File: src/rtl/nios_fprint_processorm_0_cpu0_dct_packer_pkg.sv
// Shared sizes, types and FSM encoding for the OCI DCT trace packer.
// Latency: n/a (declarations only).
// Backpressure: n/a.
package nios_fprint_dct_pkg;

    localparam int SYMBOL_W = 2;                  // bits per trace symbol
    localparam int SLOTS    = 15;                 // symbols per packed word
    localparam int COUNT_W  = 4;                  // must be able to hold SLOTS
    localparam int BUF_W    = SYMBOL_W * SLOTS;   // 30-bit packed word

    typedef logic [SYMBOL_W-1:0] dct_sym_t;
    typedef logic [BUF_W-1:0]    dct_buf_t;
    typedef logic [COUNT_W-1:0]  dct_cnt_t;

    // IDLE: empty accumulator; ACCUM: 1..14 symbols; STALL: waiting on the slot
    typedef enum logic [1:0] {
        IDLE  = 2'd0,
        ACCUM = 2'd1,
        STALL = 2'd2
    } dct_state_t;

endpackage

File: src/rtl/nios_fprint_processorm_0_cpu0_dct_packer_if.sv
// Symbol-in / word-out handshake bundle for the DCT packer.
// Latency: n/a (wiring only).
// Backpressure: sym_ready toward the trace logic, word_ready from the trace FIFO.
interface nios_fprint_processorm_0_cpu0_dct_packer_if;
    import nios_fprint_dct_pkg::*;

    logic     sym_valid;
    dct_sym_t sym_data;
    logic     sym_ready;
    logic     flush;
    logic     word_valid;
    dct_buf_t word_data;
    dct_cnt_t word_count;
    logic     word_ready;

    // Trace logic / trace FIFO side: offers symbols, consumes words
    modport master (
        output sym_valid, sym_data, flush, word_ready,
        input  sym_ready, word_valid, word_data, word_count
    );

    // Packer side: accepts symbols, produces words
    modport slave (
        input  sym_valid, sym_data, flush, word_ready,
        output sym_ready, word_valid, word_data, word_count
    );

endinterface

File: src/rtl/nios_fprint_processorm_0_cpu0_dct_packer_out_slot.sv
// Single-entry valid/ready holding register for sealed DCT words.
// Latency: load at edge N is visible at N+1.
// Backpressure: holds the word while ready is low; load with drain refills in one edge.
module nios_fprint_dct_out_slot
    import nios_fprint_dct_pkg::*;
(
    input  logic     i_clk,
    input  logic     i_reset,
    input  logic     i_load,
    input  dct_buf_t i_data,
    input  dct_cnt_t i_count,
    input  logic     i_ready,
    output logic     o_valid,
    output dct_buf_t o_data,
    output dct_cnt_t o_count
);

    logic     r_valid;
    dct_buf_t r_data;
    dct_cnt_t r_count;

    // Load wins over drain so a same-edge refill keeps valid high with new data
    always_ff @(posedge i_clk) begin
        if (i_reset) begin
            r_valid <= 1'b0;
            r_data  <= '0;
            r_count <= '0;
        end else if (i_load) begin
            r_valid <= 1'b1;
            r_data  <= i_data;
            r_count <= i_count;
        end else if (r_valid && i_ready) begin
            r_valid <= 1'b0;
        end
    end

    assign o_valid = r_valid;
    assign o_data  = r_data;
    assign o_count = r_count;

endmodule

File: src/rtl/nios_fprint_processorm_0_cpu0_dct_packer.sv
// Packs 2-bit trace symbols into 30-bit words (first symbol highest) and seals full/flushed words.
// Latency: accept at N updates dct_buffer/count at N+1; a seal at N shows word_valid at N+1.
// Backpressure: sym_ready drops only in STALL (word waiting for a busy output slot).
module nios_fprint_processorm_0_cpu0_dct_packer
    import nios_fprint_dct_pkg::*;
(
    input  logic     i_clk,
    input  logic     i_reset,
    nios_fprint_processorm_0_cpu0_dct_packer_if.slave dct,
    output dct_buf_t o_dct_buffer,
    output dct_cnt_t o_dct_count,
    output logic     o_idle
);

    dct_state_t r_state;
    dct_buf_t   r_buf;
    dct_cnt_t   r_cnt;
    logic       r_flush_pending;

    logic       w_sym_ready;
    logic       w_accept;
    dct_buf_t   w_post_buf;
    dct_cnt_t   w_post_cnt;
    logic       w_flush_req;
    logic       w_seal;
    logic       w_slot_free;
    logic       w_load;
    logic       w_word_valid;
    dct_buf_t   w_word_data;
    dct_cnt_t   w_word_count;

    // Ready depends only on reset and registered state, never on sym_valid
    assign w_sym_ready = !i_reset && (r_state != STALL);
    assign w_accept    = dct.sym_valid && w_sym_ready;

    // Accumulator contents as they would be after this cycle's accept
    always_comb begin
        w_post_buf = r_buf;
        w_post_cnt = r_cnt;
        if (w_accept) begin
            w_post_buf = {r_buf[BUF_W-SYMBOL_W-1:0], dct.sym_data};
            w_post_cnt = r_cnt + COUNT_W'(1);
        end
    end

    // A word is ready to seal when full, or when a flush covers a non-empty buffer
    assign w_flush_req = dct.flush || r_flush_pending;
    assign w_seal      = (w_post_cnt == COUNT_W'(SLOTS)) ||
                         (w_flush_req && (w_post_cnt != '0));
    assign w_slot_free = !w_word_valid || dct.word_ready;
    assign w_load      = w_seal && w_slot_free;

    // Accumulator, fill count, pending flush and FSM; a blocked seal parks in STALL
    always_ff @(posedge i_clk) begin
        if (i_reset) begin
            r_state         <= IDLE;
            r_buf           <= '0;
            r_cnt           <= '0;
            r_flush_pending <= 1'b0;
        end else if (w_load) begin
            r_state         <= IDLE;
            r_buf           <= '0;
            r_cnt           <= '0;
            r_flush_pending <= 1'b0;
        end else begin
            r_buf           <= w_post_buf;
            r_cnt           <= w_post_cnt;
            // Only a flush that had something to seal is remembered
            r_flush_pending <= w_seal && w_flush_req;
            if (w_seal) begin
                r_state <= STALL;
            end else if (w_post_cnt == '0) begin
                r_state <= IDLE;
            end else begin
                r_state <= ACCUM;
            end
        end
    end

    nios_fprint_dct_out_slot u_out_slot (
        .i_clk   (i_clk),
        .i_reset (i_reset),
        .i_load  (w_load),
        .i_data  (w_post_buf),
        .i_count (w_post_cnt),
        .i_ready (dct.word_ready),
        .o_valid (w_word_valid),
        .o_data  (w_word_data),
        .o_count (w_word_count)
    );

    assign dct.sym_ready  = w_sym_ready;
    assign dct.word_valid = w_word_valid;
    assign dct.word_data  = w_word_data;
    assign dct.word_count = w_word_count;

    assign o_dct_buffer = r_buf;
    assign o_dct_count  = r_cnt;
    assign o_idle       = (r_cnt == '0) && !w_word_valid && !r_flush_pending;

endmodule

File: src/flat_wrapper.sv
// flat-port wrapper written by rule: the top's interface ports become plain ports
module nios_fprint_processorm_0_cpu0_dct_packer_flat import nios_fprint_dct_pkg::*;
  (i_clk, i_reset, o_dct_buffer, o_dct_count, o_idle, dct_sym_valid, dct_sym_data, dct_flush, dct_word_ready, dct_sym_ready, dct_word_valid, dct_word_data, dct_word_count);
  nios_fprint_processorm_0_cpu0_dct_packer_if dct_i ();
  input  logic i_clk;
  input  logic i_reset;
  output dct_buf_t o_dct_buffer;
  output dct_cnt_t o_dct_count;
  output logic o_idle;
  input wire logic [$bits(dct_i.sym_valid)-1:0] dct_sym_valid;
  input wire logic [$bits(dct_i.sym_data)-1:0] dct_sym_data;
  input wire logic [$bits(dct_i.flush)-1:0] dct_flush;
  input wire logic [$bits(dct_i.word_ready)-1:0] dct_word_ready;
  output wire logic [$bits(dct_i.sym_ready)-1:0] dct_sym_ready;
  output wire logic [$bits(dct_i.word_valid)-1:0] dct_word_valid;
  output wire logic [$bits(dct_i.word_data)-1:0] dct_word_data;
  output wire logic [$bits(dct_i.word_count)-1:0] dct_word_count;
  assign dct_i.sym_valid = dct_sym_valid;
  assign dct_i.sym_data = dct_sym_data;
  assign dct_i.flush = dct_flush;
  assign dct_i.word_ready = dct_word_ready;
  assign dct_sym_ready = dct_i.sym_ready;
  assign dct_word_valid = dct_i.word_valid;
  assign dct_word_data = dct_i.word_data;
  assign dct_word_count = dct_i.word_count;
  nios_fprint_processorm_0_cpu0_dct_packer u_core (.i_clk(i_clk), .i_reset(i_reset), .dct(dct_i), .o_dct_buffer(o_dct_buffer), .o_dct_count(o_dct_count), .o_idle(o_idle));
endmodule
File: config.mk
export PLATFORM = sky130hd
export DESIGN_NAME = nios_fprint_processorm_0_cpu0_dct_packer_flat
export DESIGN_NICKNAME = d
export VERILOG_FILES = /design/src/rtl/nios_fprint_processorm_0_cpu0_dct_packer_pkg.sv /design/src/rtl/nios_fprint_processorm_0_cpu0_dct_packer_if.sv /design/src/rtl/nios_fprint_processorm_0_cpu0_dct_packer_out_slot.sv /design/src/rtl/nios_fprint_processorm_0_cpu0_dct_packer.sv /design/src/flat_wrapper.sv
export SDC_FILE = /design/constraint.sdc
export NUM_CORES = 1
export LEC_CHECK = 0
export BUFFER_PORTS_ARGS = -buffer_cell sky130_fd_sc_hd__buf_2
export CAP_MARGIN = 20
export CORE_ASPECT_RATIO = 1.25
export CORE_MARGIN = 2
export CORE_UTILIZATION = 52
export DETAILED_ROUTE_END_ITERATION = 12
export GPL_TIMING_DRIVEN = 0
export PLACE_DENSITY = 0.79
export SKIP_CTS_REPAIR_TIMING = 1
export SLEW_MARGIN = 5
export SYNTH_ARGS = -nofsm -noshare
export SYNTH_HDL_FRONTEND = slang
export SYNTH_SLANG_ARGS = --single-unit
File: constraint.sdc
create_clock -name i_clk -period 3.2 [get_ports i_clk]
set_input_delay 0.64 -clock i_clk [delete_from_list [all_inputs] [get_ports i_clk]]
set_output_delay 0.64 -clock i_clk [all_outputs]
set_load 0.01 [all_outputs]
# [Word-level counts from Yosys, hierarchy flattened]
# Cells that the tools add are included.
# Widths: inputs -> output; s select.
[op_classes] eq_ne=2 muxes=6 reduce_logical=20 addsub=1
[op_table] operator="$mux 30" count=1
[op_table] operator="$logic_and 1x1->1" count=8
[op_table] operator="$logic_not 4->1" count=2
[op_table] operator="$add 4x1->4 const B" count=1
[op_table] operator="$eq 4x4->1 const B" count=1
[op_table] operator="$mux 4" count=1
[op_table] operator="$reduce_bool 4->1" count=1
[op_table] operator="$logic_not 1->1" count=3
[op_table] operator="$logic_or 1x1->1" count=3
[op_table] operator="$mux 1" count=3
[op_table] operator="$reduce_or 3->1" count=1
[op_table] operator="$mux 2" count=1
[op_table] operator="$ne 2x2->1 const B" count=1
[op_table] operator="$reduce_bool 2->1" count=1
[op_table] operator="$reduce_or 2->1" count=1
[totals] word_cells=37 ff_bits=72 out_inout_bits=71 in_bits=7

# [Longest topological paths before layout]
# Gate-level depths: netlist of the first run.
[depth] ltp_word=9 mapped_depth=11

# [Hierarchy]
# Synthesis of the first run repeated with hierarchy kept, for this count alone.
[unflattened] cells_unflattened=296 area_unflattened_um2=2985.4
[modules_own_cells] mod="nios_fprint_processorm_0_cpu0_dct_packer" cells_each=182 seq_area_each_um2=740.7 area_each_um2=1712.9 instances=1
[modules_own_cells] mod="nios_fprint_dct_out_slot" cells_each=114 seq_area_each_um2=700.7 area_each_um2=1272.5 instances=1

# [Worst setup path after synthesis of the first run]
# No wires, ideal clock.
[synth_path] path_type="reg-to-reg" startpoint="register u_core.r_cnt[0], in the netlist u_core.o_dct_count[0]" endpoint="register u_core.u_out_slot.r_count[0], in the netlist u_core.u_out_slot.o_count[0]" path_slack_ps=684 path_stages_with_launch=11 n_path_buf=3 arrival_time_ps=2398 path_cell_list="dfxtp_1 > clkbuf_1 > inv_1 > ha_1 > or3_1 > nor3_1 > nor4_1 > o31a_1 > buf_4 > buf_6 > o221a_1"
[synth_between] elab_chain_cells=6 word_cells_on_any_way=7
[synth_rtl] element="start, declared" line_no="nios_fprint_processorm_0_cpu0_dct_packer.sv:17" source="dct_cnt_t r_cnt;"
[synth_rtl] element="start signal, assigned" line_no="nios_fprint_processorm_0_cpu0_dct_packer.sv:67" source="r_cnt <= w_post_cnt;"
[synth_rtl] element="$add 4x1->4" line_no="nios_fprint_processorm_0_cpu0_dct_packer.sv:42" source="w_post_cnt = r_cnt + COUNT_W'(1);"
[synth_rtl] element="$mux 4 *" line_no="nios_fprint_processorm_0_cpu0_dct_packer.sv:40" source="if (w_accept) begin"
[synth_rtl] element="$reduce_bool 4->1" line_no="nios_fprint_processorm_0_cpu0_dct_packer.sv:49" source="(w_flush_req && (w_post_cnt != '0));"
[synth_rtl] element="$logic_and 1x1->1" line_no="nios_fprint_processorm_0_cpu0_dct_packer.sv:49"
[synth_rtl] element="$logic_or 1x1->1" line_no="nios_fprint_processorm_0_cpu0_dct_packer.sv:48" source="assign w_seal = (w_post_cnt == COUNT_W'(SLOTS)) ||"
[synth_rtl] element="$logic_and 1x1->1" line_no="nios_fprint_processorm_0_cpu0_dct_packer.sv:51" source="assign w_load = w_seal && w_slot_free;"
[synth_rtl] element="end signal, assigned" line_no="nios_fprint_processorm_0_cpu0_dct_packer_out_slot.sv:31" source="r_count <= i_count;"
[synth_rtl] element="end, declared" line_no="nios_fprint_processorm_0_cpu0_dct_packer_out_slot.sv:20" source="dct_cnt_t r_count;"
# Every way passes the cells marked *; elsewhere a longest branch is shown, timed or not.
# A chain may end at the register's enable or synchronous reset.

# [Worst setup path after layout of the first run]
[layout_path] startpoint="register u_core.r_cnt[0], in the netlist u_core.o_dct_count[0]" endpoint="register u_core.u_out_slot.r_data[14], in the netlist u_core.u_out_slot.o_data[14]"
[layout_between] elab_chain_cells=6 word_cells_on_any_way=7
[layout_rtl] element="$add 4x1->4" line_no="nios_fprint_processorm_0_cpu0_dct_packer.sv:42"
[layout_rtl] element="$mux 4 *" line_no="nios_fprint_processorm_0_cpu0_dct_packer.sv:40"
[layout_rtl] element="$reduce_bool 4->1" line_no="nios_fprint_processorm_0_cpu0_dct_packer.sv:49"
[layout_rtl] element="$logic_and 1x1->1" line_no="nios_fprint_processorm_0_cpu0_dct_packer.sv:49"
[layout_rtl] element="$logic_or 1x1->1 *" line_no="nios_fprint_processorm_0_cpu0_dct_packer.sv:48"
[layout_rtl] element="$logic_and 1x1->1 *" line_no="nios_fprint_processorm_0_cpu0_dct_packer.sv:51"
[layout_rtl] element="end signal, assigned" line_no="nios_fprint_processorm_0_cpu0_dct_packer_out_slot.sv:30" source="r_data <= i_data;"
[layout_rtl] element="end, declared" line_no="nios_fprint_processorm_0_cpu0_dct_packer_out_slot.sv:19" source="dct_buf_t r_data;"
# Marks and branches as above.

==> results of run 1 <==
flip-flops by register name, indices dropped and copies added (netlist names):
| register | cells |
|---|---|
| u_core.o_dct_buffer | 30 |
| u_core.u_out_slot.o_data | 30 |
| u_core.r_state | 2 |
| u_core.u_out_slot.o_count | 4 |
| u_core.o_dct_count | 4 |
| u_core.u_out_slot.o_valid | 1 |
| u_core.r_flush_pending | 1 |
power by group:
part	internal [mW]	switching, mW
Combinational	0.139	0.193
Sequential	0.952	0.0316
Clock	0.294	0.304
Total	1.38	0.529
metal layers:
layer	wire (um)	part of all wire (%)	track usage, %
met4	82	1.1	7.72
met1	3250	45	27.5
met5	0	0	0
met3	310	4.3	4.90
met2	3530	49	39.4
worst max-delay path by stage:
stage	cells past startpoint	to	from
final	9	u_core.u_out_slot.o_data[14]$_SDFFE_PP0P_	u_core.o_dct_count[0]$_SDFF_PP0_
after floorplan	10	u_core.u_out_slot.o_count[0]$_SDFFE_PP0P_	u_core.o_dct_count[0]$_SDFF_PP0_
after global routing	9	u_core.u_out_slot.o_data[16]$_SDFFE_PP0P_	u_core.o_dct_count[0]$_SDFF_PP0_
after CTS	9	u_core.u_out_slot.o_data[16]$_SDFFE_PP0P_	u_core.o_dct_count[0]$_SDFF_PP0_
after global placement	9	u_core.u_out_slot.o_data[14]$_SDFFE_PP0P_	u_core.o_dct_count[0]$_SDFF_PP0_
after detailed placement	9	u_core.u_out_slot.o_data[16]$_SDFFE_PP0P_	u_core.o_dct_count[0]$_SDFF_PP0_
worst register-to-register path: cells and delay by family (launching register included):
family	cells	cell delay [ns]
buf+inv	3	0.75
fa+ha+maj	1	0.35
flops	1	0.37
simple gates	4	1.21
compound gates	1	0.22
cell type report:
class / instances / area [um^2]
clock inverters: 1 / 5.00
plain buffers: 28 / 165
well taps: 64 / 80.1
clock buffers: 13 / 149
multi-input cells: 175 / 1340
fillers: 474 / 1910
inverters: 4 / 15.0
flip-flops and latches: 72 / 1440
repair buffers: 76 / 380
kinds of logic (layout without fill, tap and decap cells):
family                     after synthesis  after routing
adders and majority gates                2              2
AOI/OAI and AO/OA                       49             49
DFF                                     72             72
buffers and inverters                   32            122
muxes                                   30             30
xor gates and xnor gates                 2              2
and+or+nand+nor                         92             92
layout by cell type, fill, tap and decap left out, drive strengths merged, types with 3 or more instances in the layout:
master / instances
buf: 93
nand3: 3
clkbuf: 24
mux2i: 30
nor2: 4
nand2: 35
dfxtp: 72
nor3: 36
o221a: 34
nor4: 4
a211oi: 4
a21oi: 3
inv: 3
nand2b: 4
==> results.toml, run 1 <==
[cts]
clkTransAtPathRegs_ns = 0.07
buffer_depth_of_the_longest_clock_path = 2
worstSkewPairLatency_ns = 0.33
ctsRootBufferMaster = "clkbuf_8"
tritoncts_num_sinks = 72
cts-buffers-inserted = 9
tritoncts_clock_tree = "yes"
clock_tree.htree_level_count = 3

[min_path]
hold_path_depth = 1
endpoint_worst_hold = "u_core.u_out_slot.o_count[2]$_SDFFE_PP0P_"
hold_path_class = "register to register"
min-delay-start = "u_core.u_out_slot.o_count[2]$_SDFFE_PP0P_"

[pwr]
pwr_density_cell_nw_per_um2 = 536
power.total_mw = 1.91
p_leak_nw = 1.74
worst_ir_drop_vdd_v = 0.000355

[critical_path]
critical_path_arrival_ns = 3.23
worst-path-max-fanout = 10
cp_num_buf_inv = 3
r2r_worst_path_depth = 9
worst_path_dominant_cell_family = "simple AND/OR/NAND/NOR gates"
crit_required_ns = 3.47
timing.critical_path.cells = "clkbuf_1 > inv_1 > ha_1 > or3_1 > nor3_1 > nor4_1 > nor3_2 > buf_2 > o221a_1"
crit_path_start_kind = "register"
r2r_slack_ns = 0.25
cpMaxStageDelayCell = "nor3_2"
max_stage_delay_ns = 0.54
regToRegStartpoint = "u_core.o_dct_count[0]$_SDFF_PP0_"
worst_r2r_endpoint = "u_core.u_out_slot.o_data[14]$_SDFFE_PP0P_"
critical_path.endpoint_type = "register"
worstSetupPathType = "register to register"

[yosys]
synth_fa_ha_area_share_pct = 0.846
netlist.top_cell.by_area = "dfxtp_1"
syn-num-nets = 288
synth_top_family_by_area = "compound AO/OA/AOI/OAI gates"
netlist-cell-type-count = 35
syn-mean-instance-area_um2 = 10.6
synthesis.yosys.warnings = 0
synth.top_cells.by_count = "dfxtp_1, nand2_1, o221a_1"
async_flop_share_pct = 0
synth_top_area_share_pct = 48.7
seq_area_frac_synth_pct = 48.7
post_synth_and_or_nand_nor_area_fraction_pct = 16.7
synth_flop_cell = "dfxtp_1"
synth_cells = 279
synth_edf_count = 0
synth.most_common_cell = "dfxtp_1"
synthMuxAreaShare_pct = 10.1
share_of_the_synthesized_area_in_compound_gates_ao_oa_aoi_oai_pct = 16.9
synthXorXnorAreaFrac_pct = 0.592
largest_cells_by_area_after_synthesis = "dfxtp_1, o221a_1, mux2i_1"
postSynthRegisterBits = 72
post_synth_instance_area_um2 = 2960

[placement]
placed_cell_area_um2 = 3420
dp_hpwl_um = 5080
port_buffers = 76
dpl_worst_slack_ns = 0.256
gp_congestion = 0.879
numPlacedInstances = 419

[timing]
worst_slew_margin_rel_pct = 54.3
final_hold_viol_count = 0
clock-skew-final_ns = 0.00725
period_share_pct = 92.3
setup_violations = 0
fmax_ghz = 0.339
tns_setup_ns = 0
period_minus_slack_ns = 2.95
timing_worst_slew_pin_value_ns = 0.682
maxSlewViolCount = 0
hold-worst-slack_ns = 0.529
setup_repair_after_global_routing_missed_its_margin = "false"
setup_ws_ns = 0.246

[floorplanning]
initial_utilization_pct = 54.0
placementRows = 30
floorplan.die_area_um2 = 6310
core_um2 = 5480
num_ports = 78
die_h_um = 88.3
chipWidth_um = 71.5

[outcome]
outcome = "complete, no violations"

[routing]
total_iterations_of_the_first_detailed_routing_run = 4
vias = 2507
finalWirelength_um = 7170
iter_0_drt_violations = 147
antenna_left = 0
drt_drc_violations_left = 0
drt-wirelength-per-cell_um = 16.6
drt-vias-per-instance = 5.79

[global_routing]
first_pass_grt_wire_length_um = 11200
gr-usage-all-layers_pct = 22.5
first_global_vias = 2379
grt_start_max_net_pins = 11
antenna_violations_before_repair = 0
grt_overflow = 0

[layout]
antennaDiodeCount = 0
postLayoutCoreUtil_pct = 65.2
final_layout_size_suffix_gt1_share_pct = 31.7
finish.cell_count_without_fillers = 433
post-route-cell-area_um2 = 3570
layout.nets = 375
syn_to_final_growth_pct = 20.8

[flow_run]
max_cap_viol_count = 0
Note: power is estimated with default switching activity, not from simulation.
==> run 2: changes to the inputs <==
--- a/config.mk
+++ b/config.mk
@@ -11,10 +11,13 @@
 export CORE_MARGIN = 2
 export CORE_UTILIZATION = 52
 export DETAILED_ROUTE_END_ITERATION = 12
+export GPL_ROUTABILITY_DRIVEN = 0
 export GPL_TIMING_DRIVEN = 0
 export PLACE_DENSITY = 0.79
+export RECOVER_POWER = 50
 export SKIP_CTS_REPAIR_TIMING = 1
 export SLEW_MARGIN = 5
 export SYNTH_ARGS = -nofsm -noshare
 export SYNTH_HDL_FRONTEND = slang
+export SYNTH_HIERARCHICAL = 1
 export SYNTH_SLANG_ARGS = --single-unit
==> run 2 against run 1 <==
  * Synthesized cell count rose by 6.1%
  * Global-route usage fell by 1.8 points
  * Power fell by 3.8%
  * Fmax rose by 4.3%
  * Worst hold slack got worse by 0.035 ns
  * Utilization rose by 0.50 points
  * Via count fell by 6.4%
  * Sequential cell count did not move
  * Sequential power fell by 7.7%
==> results.toml, run 2 <==
[outcome]
outcome = "complete, no violations"

[global_routing]
antenna_violations_before_repair = 0
grt_overflow = 0
first_global_vias = 2181
first_pass_grt_wire_length_um = 10100
gr-usage-all-layers_pct = 20.8
grt_start_max_net_pins = 12

[cts]
ctsRootBufferMaster = "clkbuf_8"
worstSkewPairLatency_ns = 0.34
clock_tree.htree_level_count = 3
clkTransAtPathRegs_ns = 0.07
cts-buffers-inserted = 9
tritoncts_num_sinks = 72
buffer_depth_of_the_longest_clock_path = 2
tritoncts_clock_tree = "yes"

[timing]
final_hold_viol_count = 0
period_share_pct = 88.5
clock-skew-final_ns = 0.00811
setup_repair_after_global_routing_missed_its_margin = "false"
worst_slew_margin_rel_pct = 53.1
setup_violations = 0
timing_worst_slew_pin_value_ns = 0.701
fmax_ghz = 0.353
maxSlewViolCount = 0
period_minus_slack_ns = 2.83

[placement]
numPlacedInstances = 437
dp_hpwl_um = 4530
port_buffers = 77

[pwr]
p_clk_share_pct = 42.2
p_comb_share_pct = 8.4
switching_share_pct = 22.2
share_seq_of_total_power_pct = 49.3
p_leak_nw = 1.45
worst_ir_drop_vdd_v = 0.000340
pwr_density_cell_nw_per_um2 = 511
p_sw_mw = 0.408
p_int_mw = 1.43

[yosys]
postSynthRegisterBits = 72
seq_area_frac_synth_pct = 48.3
syn-mean-instance-area_um2 = 10.1
synthesis.yosys.warnings = 6
synth.top_cells.by_count = "dfxtp_1, nor2_1, mux2i_1"
largest_cells_by_area_after_synthesis = "dfxtp_1, mux2i_1, mux2_2"
synth_cells = 296
synth.most_common_cell = "dfxtp_1"
post_synth_instance_area_um2 = 2990
netlist.top_cell.by_area = "dfxtp_1"
syn-num-nets = 305
async_flop_share_pct = 0
synth_flop_cell = "dfxtp_1"
synth_top_area_share_pct = 48.3
synth_edf_count = 0
netlist-cell-type-count = 28

[critical_path]
worstSetupPathType = "input port to register"
crit_path_start_kind = "input port"
r2r_worst_path_depth = 12
critical_path_arrival_ns = 3.04
worst-path-max-fanout = 10
critical_path.endpoint_type = "register"
crit_required_ns = 3.40

[min_path]
hold_path_depth = 2
hold_path_class = "register to register"

[flow_run]
max_cap_viol_count = 0

[layout]
finish.cell_count_without_fillers = 456
postLayoutCoreUtil_pct = 65.7
final_layout_size_suffix_gt1_share_pct = 16.6
sequential_cell_area_um2 = 1440
final.fill_count = 488
layout.cells.most_common = "clkbuf_1"
layout.nets = 396
antennaDiodeCount = 0
multiInputGateArea_um2 = 1390
syn_to_final_growth_pct = 20.6
layout_common_cells = "clkbuf_1, dfxtp_1, nor2_1, mux2i_1, nand2b_1"

[floorplanning]
placementRows = 30
floorplan.die_area_um2 = 6370
initial_utilization_pct = 54.5
core_um2 = 5480
chipWidth_um = 71.8
num_ports = 78
die_h_um = 88.7

[routing]
vias = 2347
drt-vias-per-instance = 5.15
total_iterations_of_the_first_detailed_routing_run = 8
antenna_left = 0
finalWirelength_um = 6360
drt_drc_violations_left = 0
drt-wirelength-per-cell_um = 14.0
iter_0_drt_violations = 79
run 2: cell types whose count changed after synthesis, sizes merged, moves of 3 or more:
cell    change
buf         -7
clkbuf      -3
inv         +4
mux2       +30
mux2i       +4
nand2      -32
nand2b     +29
nor2       +63
nor3       -34
nor3b       +3
o221a      -34
run 2: routing by layer:
metal | global-route usage, % | vias to the layer above | wire length (um)
met1 | 25.5 | 1110 | 2870
met3 | 3.99 | 11 | 249
li1 | - | 1165 | -
met2 | 34.4 | 61 | 3080
met4 | 11.5 | 0 | 157
met5 | 0 | - | 0
run 2: kinds of logic after synthesis:
group                    after synthesis  synth area share, %
adder cells (fa/ha/maj)                2                0.838
XOR/XNOR                               3                0.880
multiplexers                          64                 22.7
AO/OA/AOI/OAI                         15                 3.73
AND/OR/NAND/NOR                      115                 18.3
buffers and inverters                 25                 5.28
flip-flops                            72                 48.3
run 2: final timing paths:
check | startpoint | end | slack [ns]
min reg2reg | u_core/u_out_slot/o_data[14]$_SDFFE_PP0P_ | u_core/u_out_slot/o_data[14]$_SDFFE_PP0P_ | 0.49
max reg2reg | u_core/o_dct_count[0]$_SDFF_PP0_ | u_core/u_out_slot/o_data[11]$_SDFFE_PP0P_ | 0.42
min | u_core/u_out_slot/o_data[14]$_SDFFE_PP0P_ | u_core/u_out_slot/o_data[14]$_SDFFE_PP0P_ | 0.49
max | i_reset | u_core/u_out_slot/o_data[11]$_SDFFE_PP0P_ | 0.37
run 2: power by group through the flow:
stage	logic (mW)	clock network [mW]	registers, mW
after global placement	0.151	0	0.928
final	0.156	0.777	0.908
after CTS	0.152	0.789	0.908
after floorplan	0.112	0	0.930
after global routing	0.167	0.821	0.909
after detailed placement	0.152	0	0.928
run 2: area by class of cell:
class	instances	area share (%)
Buffer	18	3.65
Clock buffer	13	4.13
Timing Repair Buffer	80	8.93
Multi-Input combinational cell	199	38.5
Tap cell	64	2.22
Inverter	7	0.730
Clock inverter	3	1.81
Sequential cell	72	40.0
run 2: worst max-delay path: stages:
cell	delay [ns]
buf_2	0.13
nand2b_1	0.18
nor2_1	0.55
a2111oi_2	0.20
a222oi_1	0.32
buf_4	0.18
buf_2	0.22
buf_6	0.21
buf_12	0.16
mux2i_1	0.19
nor2_1	0.06
run 2: metrics by stage:
step	instance area [um^2]	hold slack [ns]	power, mW	TNS [ns]	worst slack [ns]
final	3600	0.493	1.84	0	0.367
after global placement	3450	0.467	1.08	-6.40	-0.223
after floorplan	2990	0.529	1.04	0	0.511
after global routing	3600	0.518	1.90	0	0.210
after CTS	3660	0.499	1.85	0	0.0290
after detailed placement	3450	0.478	1.08	-8.93	-0.300
==> run 3: changes to the inputs <==
--- a/config.mk
+++ b/config.mk
@@ -13,6 +13,7 @@
 export DETAILED_ROUTE_END_ITERATION = 12
 export GPL_ROUTABILITY_DRIVEN = 0
 export GPL_TIMING_DRIVEN = 0
+export MAX_ROUTING_LAYER = met4
 export PLACE_DENSITY = 0.79
 export RECOVER_POWER = 50
 export SKIP_CTS_REPAIR_TIMING = 1
==> run 3 against run 2 <==
  * Sequential power about the same
  * First-iteration DRC count fell by 19%
  * Clock-buffer cell count is the same
  * Non-clock buffer count unchanged
  * Critical path depth is the same
  * Worst hold slack barely moved
  * Utilization unchanged
  * Routed wire length up 0.31%
  * Critical endpoint unchanged
==> results.toml, run 3 (synthesized netlist as in run 2, its figures left out) <==
[layout]
finish.cell_count_without_fillers = 456
syn_to_final_growth_pct = 20.6
layout_common_cells = "clkbuf_1, dfxtp_1, nor2_1, mux2i_1, nand2b_1"
layout.nets = 396
layout.cells.most_common = "clkbuf_1"
final_layout_size_suffix_gt1_share_pct = 16.6
antennaDiodeCount = 0

[timing]
maxSlewViolCount = 0
period_share_pct = 88.8
fmax_ghz = 0.352
final_hold_viol_count = 0
setup_violations = 0
worst_slew_margin_rel_pct = 52.9
timing_worst_slew_pin_value_ns = 0.704
period_minus_slack_ns = 2.84
clock-skew-final_ns = 0.00875
setup_repair_after_global_routing_missed_its_margin = "false"
tns_setup_ns = 0

[cts]
clkTransAtPathRegs_ns = 0.07
clock_tree.htree_level_count = 3
buffer_depth_of_the_longest_clock_path = 2
tritoncts_clock_tree = "yes"
tritoncts_num_sinks = 72
worstSkewPairLatency_ns = 0.34
ctsRootBufferMaster = "clkbuf_8"
cts-buffers-inserted = 9

[global_routing]
grt_start_max_net_pins = 12
first_pass_grt_wire_length_um = 10100
first_global_vias = 2182
gr-usage-all-layers_pct = 21.4
antenna_violations_before_repair = 0
grt_overflow = 0

[floorplanning]
chipWidth_um = 71.8
die_h_um = 88.7
floorplan.die_area_um2 = 6370
num_ports = 78
core_um2 = 5480
placementRows = 30
initial_utilization_pct = 54.5

[pwr]
worst_ir_drop_vdd_v = 0.000339
p_leak_nw = 1.45
pwr_density_cell_nw_per_um2 = 510

[placement]
dp_hpwl_um = 4530
numPlacedInstances = 437
port_buffers = 77

[routing]
drt-wirelength-per-cell_um = 14.0
finalWirelength_um = 6380
total_iterations_of_the_first_detailed_routing_run = 5
antenna_left = 0
iter_0_drt_violations = 64
drt-vias-per-instance = 5.14
vias = 2345
drt_drc_violations_left = 0

[critical_path]
max_stage_delay_ns = 0.55
cp_num_buf_inv = 5
cpMaxStageDelayCell = "nor2_1"
critical_path.endpoint_type = "register"
worst-path-max-fanout = 10
crit_path_start_kind = "input port"
crit_required_ns = 3.40
critical_path_arrival_ns = 3.04
worstSetupPathType = "input port to register"
timing.critical_path.cells = "buf_2 > nand2b_1 > nor2_1 > a2111oi_2 > a222oi_1 > buf_4 > buf_2 > buf_6 > buf_12 > mux2i_1 > nor2_1"
worst_path_dominant_cell_family = "buffers and inverters"

[min_path]
hold_path_class = "register to register"

[outcome]
outcome = "complete, no violations"

[flow_run]
max_cap_viol_count = 0
## run 3: cell counts in the layout (fill, tap and decap cells not counted)
Identical to the previous run, type by type.
## run 3: report_power, final
| part | switching, mW | internal [mW] |
|---|---|---|
| registers | 0.00596 | 0.902 |
| clock network | 0.314 | 0.460 |
| logic | 0.0861 | 0.0697 |
## run 3: worst paths after layout
| path | from | to | slack [ns] | depth (start not counted) |
|---|---|---|---|---|
| setup / recovery | i_reset | u_core/u_out_slot/o_data[11]$_SDFFE_PP0P_ | 0.36 | 11 |
| setup reg to reg | u_core/o_dct_count[0]$_SDFF_PP0_ | u_core/u_out_slot/o_data[11]$_SDFFE_PP0P_ | 0.39 | 12 |
| hold / removal | u_core/u_out_slot/o_data[14]$_SDFFE_PP0P_ | u_core/u_out_slot/o_data[14]$_SDFFE_PP0P_ | 0.49 | 2 |
| hold reg to reg | u_core/u_out_slot/o_data[14]$_SDFFE_PP0P_ | u_core/u_out_slot/o_data[14]$_SDFFE_PP0P_ | 0.49 | 2 |
## run 3: final cells by class
| class | count | area (um^2) |
|---|---|---|
| sequential | 72 | 1440 |
| tap | 64 | 80.1 |
| clock inverter | 3 | 65.1 |
| buffer | 18 | 131 |
| fill | 488 | 1880 |
| multi-input combinational | 199 | 1390 |
| inverter | 7 | 26.3 |
| timing repair buffer | 80 | 322 |
| clock buffer | 13 | 149 |
## run 3: metal layers
layer | GRT usage, % | vias up | part of all wire (%)
met5 | - | - | 0
met3 | 5.01 | 11 | 4.7
met4 | 9.95 | 0 | 2.1
li1 | - | 1166 | -
met2 | 34.5 | 67 | 48
met1 | 25.4 | 1101 | 45
## run 3: worst register-to-register path: cells and delay by family, from the launching register on
family / cells / cell delay [ns]
fa+ha+maj: 1 / 0.36
simple gates: 3 / 0.32
mux: 1 / 0.19
flops: 1 / 0.46
buf+inv: 5 / 0.88
compound gates: 2 / 0.46
## run 3: per-stage QoR
stage | utilization (%) | cell area (um^2) | power [mW] | setup slack [ns] | hold WS [ns]
floorplan | - | 2990 | 1.04 | 0.511 | 0.529
global placement | 63.0 | 3450 | 1.08 | -0.223 | 0.467
detailed placement | 63.0 | 3450 | 1.08 | -0.300 | 0.478
CTS | 66.9 | 3660 | 1.85 | 0.0290 | 0.499
global route | 65.7 | 3600 | 1.90 | 0.212 | 0.518
finish | 65.7 | 3600 | 1.84 | 0.358 | 0.493
